<file path="config.mk">
export PLATFORM = sky130hd
export DESIGN_NAME = fetch_ctrl
export DESIGN_NICKNAME = d
export VERILOG_FILES = /design/src/rtl/fetch_ctrl.sv
export SDC_FILE = /design/constraint.sdc
export NUM_CORES = 1
export LEC_CHECK = 0
export ABC_AREA = 1
export CAP_MARGIN = 20
export CELL_PAD_IN_SITES_DETAIL_PLACEMENT = 0
export CELL_PAD_IN_SITES_GLOBAL_PLACEMENT = 2
export CORE_MARGIN = 2
export CORE_UTILIZATION = 27
export DETAILED_ROUTE_END_ITERATION = 10
export GPL_TIMING_DRIVEN = 0
export PLACE_DENSITY_LB_ADDON = 0.3
export SETUP_SLACK_MARGIN = 0.02
export SYNTH_ARGS = -nofsm -noshare
export SYNTH_HDL_FRONTEND = slang
export SYNTH_SLANG_ARGS = --single-unit
</file>
<file path="constraint.sdc">
create_clock -name clk -period 6.7 [get_ports clk]
set_clock_uncertainty 0.05 [all_clocks]
set_input_delay 2.01 -clock clk [delete_from_list [all_inputs] [get_ports clk]]
set_output_delay 2.01 -clock clk [all_outputs]
set_load 0.02 [all_outputs]
</file>
<file path="src/rtl/fetch_ctrl.sv">
// -----------------------------------------------------------------------------
// fetch_ctrl
//   Fetch-PC sequencer for the in-order pipeline. It owns the next fetch
//   address and keeps at most one instruction-memory request outstanding,
//   using a req/gnt handshake followed by an rvalid response. EX and trap
//   redirects are applied here. Responses that were already in flight when a
//   redirect arrived are discarded. Fetched instructions are handed to decode
//   over a valid/ready handshake.
//
// Ports
//   clk, rst            clock; asynchronous active-high reset
//   EX_taken, EX_alt_pc branch/jump redirect pulse and its target
//   trap_valid, trap_vec trap redirect pulse and its target (wins over EX)
//   imem_req, imem_addr request valid and address (address = fetch PC)
//   imem_gnt            memory accepts the request this cycle
//   imem_rvalid, imem_rdata  response valid and instruction
//   F_valid, F_pc, F_instr   fetched instruction towards decode
//   D_ready             decode accepts F_instr this cycle
// -----------------------------------------------------------------------------
module fetch_ctrl #(
  parameter int              XLEN     = 32,
  parameter logic [XLEN-1:0] RESET_PC = {XLEN{1'b0}},
  parameter int              ILEN     = 32
) (
  input  logic            clk,
  input  logic            rst,
  input  logic            EX_taken,
  input  logic [XLEN-1:0] EX_alt_pc,
  input  logic            trap_valid,
  input  logic [XLEN-1:0] trap_vec,
  output logic            imem_req,
  output logic [XLEN-1:0] imem_addr,
  input  logic            imem_gnt,
  input  logic            imem_rvalid,
  input  logic [ILEN-1:0] imem_rdata,
  output logic            F_valid,
  output logic [XLEN-1:0] F_pc,
  output logic [ILEN-1:0] F_instr,
  input  logic            D_ready
);

  localparam logic [1:0] ST_IDLE = 2'd0;
  localparam logic [1:0] ST_REQ  = 2'd1;
  localparam logic [1:0] ST_WAIT = 2'd2;
  localparam logic [1:0] ST_HOLD = 2'd3;

  // Redirect targets are forced to word alignment.
  localparam logic [XLEN-1:0] ALIGN_MASK = ~{{(XLEN-2){1'b0}}, 2'b11};
  localparam logic [XLEN-1:0] PC_STEP    = {{(XLEN-3){1'b0}}, 3'd4};

  logic [1:0]      state_reg;
  logic [XLEN-1:0] pc_reg;      // next address to request
  logic [XLEN-1:0] req_pc_reg;  // address of the request in flight
  logic            kill_reg;    // in-flight response belongs to a stale path

  logic            redirect;
  logic [XLEN-1:0] target;
  logic [XLEN-1:0] pc_inc;

  assign redirect  = trap_valid | EX_taken;
  assign target    = (trap_valid ? trap_vec : EX_alt_pc) & ALIGN_MASK;
  assign pc_inc    = pc_reg + PC_STEP;  // wraps modulo 2^XLEN

  assign imem_req  = (state_reg == ST_REQ);
  assign imem_addr = pc_reg;

  always_ff @(posedge clk or posedge rst) begin
    if (rst) begin
      state_reg  <= ST_IDLE;
      pc_reg     <= RESET_PC;
      req_pc_reg <= RESET_PC;
      kill_reg   <= 1'b0;
      F_valid    <= 1'b0;
      F_pc       <= RESET_PC;
      F_instr    <= {ILEN{1'b0}};
    end else begin
      case (state_reg)
        ST_IDLE: begin
          if (redirect) pc_reg <= target;
          state_reg <= ST_REQ;
        end

        ST_REQ: begin
          if (imem_gnt) begin
            if (redirect) begin
              // The granted address is already stale: mark its response.
              pc_reg   <= target;
              kill_reg <= 1'b1;
            end else begin
              req_pc_reg <= pc_reg;
              pc_reg     <= pc_inc;
              kill_reg   <= 1'b0;
            end
            state_reg <= ST_WAIT;
          end else if (redirect) begin
            // Not yet accepted, so the address may simply be swapped.
            pc_reg <= target;
          end
        end

        ST_WAIT: begin
          if (redirect) begin
            pc_reg   <= target;
            kill_reg <= 1'b1;
          end
          if (imem_rvalid) begin
            if (kill_reg || redirect) begin
              // Wrong-path data: drop it and refetch from the new PC.
              kill_reg  <= 1'b0;
              state_reg <= ST_REQ;
            end else begin
              F_instr   <= imem_rdata;
              F_pc      <= req_pc_reg;
              F_valid   <= 1'b1;
              state_reg <= ST_HOLD;
            end
          end
        end

        ST_HOLD: begin
          // A redirect flushes the held instruction even if decode is ready.
          if (redirect) begin
            F_valid   <= 1'b0;
            pc_reg    <= target;
            state_reg <= ST_REQ;
          end else if (D_ready) begin
            F_valid   <= 1'b0;
            state_reg <= ST_REQ;
          end
        end

        default: state_reg <= ST_IDLE;
      endcase
    end
  end

endmodule

</file>
==> metrics.md <==
| Metric | Value |
|---|---|
| Kind of critical path | `reg -> out` |
| Largest family of logic cells by synthesized area | `simple AND/OR/NAND/NOR gates` |
| Internal Pwr Total | `1950 uW` |
| Register area | `3300 sq um` |
| Die X | `156 um` |
| Leakage power | `0.00416 uW` |
| Max cap viols | `0` |
| Final setup fails | `0` |
| Crit start category | `register` |
| Yosys top cell by area | `dfrtp_1` |
| VDD IR-drop max | `0.000109 V` |
| Die Area | `24300 sq um` |
| Area of the multi-input gates | `2570 sq um` |
| Routability cong. | `0.772` |
| Drt total wl | `19600 um` |
| Seq/Total Area, Yosys | `0.530` |
| DP Worst Slack | `2630 ps` |
| Final WS setup | `2910 ps` |
| # hold bufs at CTS | `0` |
| Vias in the first global route | `5333` |
| GRT Overall Usage | `0.165` |
| Initial Utilization | `0.275` |
| Net Switching | `992 uW` |
| Drt pass-1 iters | `4` |
| Residual DRC | `0` |
| YS warnings | `0` |
| Synth Area in Simple Gates | `0.190` |
| Final core utilization | `0.401` |
| Xor and xnor area share after synthesis | `0.00563` |
| ANT cells | `0` |
| Syn Inst Count | `669` |
| Final Max Tran Viols | `0` |
| HPWL Detailed | `14800 um` |
| Critical path's slowest cell | `clkdlybuf4s50_1` |
| CP required | `4640 ps` |
| Commonest cells after routing, fill and taps aside | `195 x clkdlybuf4s50_1, 132 x dfrtp_1, 124 x nand2_1` |
| Crit share post-route | `0.566` |
| Unrepaired setup endpoints after global routing | `false` |
| Commonest non-fill, non-tap cell in the layout | `clkdlybuf4s50_1` |
| Pwr dens | `323 nW/um^2` |
| First-pass GRT wire length | `30400 um` |
| Vias per cell | `4.52` |
| HP Class | `reg -> reg` |
| Worst Max-Slew Pin Slew | `676 ps` |
| Avg Cell Area, Syn | `9.31 sq um` |
| Async SR Flop Fraction | `1.00` |
| Main area contributors after synthesis | `dfrtp_1 53%, mux2_1 11%, nand2_1 7.5%` |
| CP arrival | `1730 ps` |
| Pin count of the biggest net entering global routing | `86` |
| DRT antenna net count | `0` |
| Post-CTS Resized | `0` |
| # IOs | `201` |
| Reg-to-reg setup timing slack | `4500 ps` |
| Root Buffer | `clkbuf_16` |
| Sequential Power Share | `0.402` |
| Minimum clock period after layout | `3790 ps` |
| Total power | `2940 uW` |
| Clock latency on the worst-skew pair | `420 ps` |
| Area share of the leading cell type in the synthesized netlist | `0.530` |
| Htree depth | `4` |
| Synth unique cells | `31` |
| Post-synthesis compound-gate area fraction | `0.0860` |
| Syn-to-layout area delta | `46.0%` |
| Rows | `55` |
| Main synth FF type | `dfrtp_1` |
| Syn Nets | `777` |
| Critical path's largest stage delay | `620 ps` |
| Cell Area, Synth | `6230 sq um` |
| Crit. End Element | `output pin` |
| Die height | `156 um` |
| Avg WL per Cell | `16.6 um` |
| CORE AREA | `22600 sq um` |
| Grt ovf | `0` |
| Layout cell share with drive strength beyond 1 | `0.0648` |
| Total CTS buffers | `17` |
| Max-slew headroom | `0.549` |
| Comb power frac | `0.314` |
| Post-Synth Adder-Cell Area | `0.0100` |
| Post-synth EDFFs | `0` |
| Vias | `5335` |
| Initial antenna violation count | `0` |
| Inst Count DP | `1150` |
| CTS Sinks | `132` |
| Setup bufs post-CTS | `0` |
| Status | `finished, final reports clean` |
| # nets final | `992` |
| Worst-path fanout max | `4` |
| IO buf count | `195` |
| Clk pin slew, worst setup/hold paths | `60 ps` |
| Hold Violations, Final | `0` |
| Setup_tns | `0 ps` |
| Switching Fraction | `0.337` |
| Clock share of power | `0.285` |
| #FFs+latches synth | `132` |
| Fmax | `264 MHz` |
| CTS tree | `yes` |
| Multiplexer share of the synthesized area | `0.121` |
| Buffer levels on the longest clock path | `2` |
| Non-filler cells, final | `1180` |
| Detailed router's first-iteration violation count | `280` |
| Crit-path cells | `inv_1 -> ha_1 -> clkdlybuf4s50_1` |
| FILL cells | `2289` |
==> per-stage QoR <==
| step | cell area [sq um] | hold slack [ps] |
|---|---|---|
| after CTS | 9090 | 437 |
| after global placement | 8540 | 415 |
| final | 9090 | 431 |
| after detailed placement | 8570 | 422 |
| after global routing | 9090 | 446 |
| after floorplan | 6230 | 398 |
==> kinds of logic after synthesis <==
logic type | Yosys count
XOR/XNOR | 4
AO/OA/AOI/OAI | 103
multiplexers | 67
adder cells (fa/ha/maj) | 5
flip-flops | 132
buffers and inverters | 80
AND/OR/NAND/NOR | 278
==> per-layer routing <==
| layer | global-route usage | vias up | wire [um] |
|---|---|---|---|
| met5 | 0 | - | 0 |
| li1 | - | 2654 | - |
| met1 | 0.228 | 2497 | 9290 |
| met4 | 0.0437 | 0 | 235 |
| met2 | 0.263 | 164 | 8950 |
| met3 | 0.0369 | 20 | 1160 |
==> cells in the mapped netlist (7+ instances only) <==
library cell and number:
nor2_1 86, nand2_1 124, mux2_2 7, dfrtp_1 132, clkbuf_1 14, mux2_1 60
o21ai_0 74, inv_1 52, a21oi_1 18, nand3_1 46
==> power groups by stage <==
stage	logic [uW]	clock network (uW)	registers [uW]
2_1_floorplan	315	0	1320
3_3_place_gp	927	0	1190
3_5_place_dp	935	0	1200
4_1_cts	938	866	1180
5_1_grt	1010	904	1210
6_report	923	837	1180
==> path summary, 6_finish.rpt <==
check,start,end,cells after the start
min in group asynchronous,rst,F_instr[22],2
worst max-delay path,state_reg[1],imem_req,3
worst min register to register,F_pc[17],F_pc[17],1
worst min-delay path,F_pc[17],F_pc[17],1
max in group asynchronous,rst,req_pc_reg[20],3
worst max register to register,state_reg[0],imem_addr[21],6
==> cell type report <==
class	count	area share
multi-input combinational	457	0.283
tap	285	0.0392
timing repair buffer	196	0.218
sequential	132	0.363
clock inverter	12	0.00908
buffer	28	0.0173
inverter	52	0.0220
clock buffer	18	0.0483
==> worst max-delay path: cells and delay by family (launching register included) <==
family	cells	cell delay, ps
buffers and inverters	2	710
adders and majority gates	1	190
DFF	1	410
(Power assumes the default switching activity.)
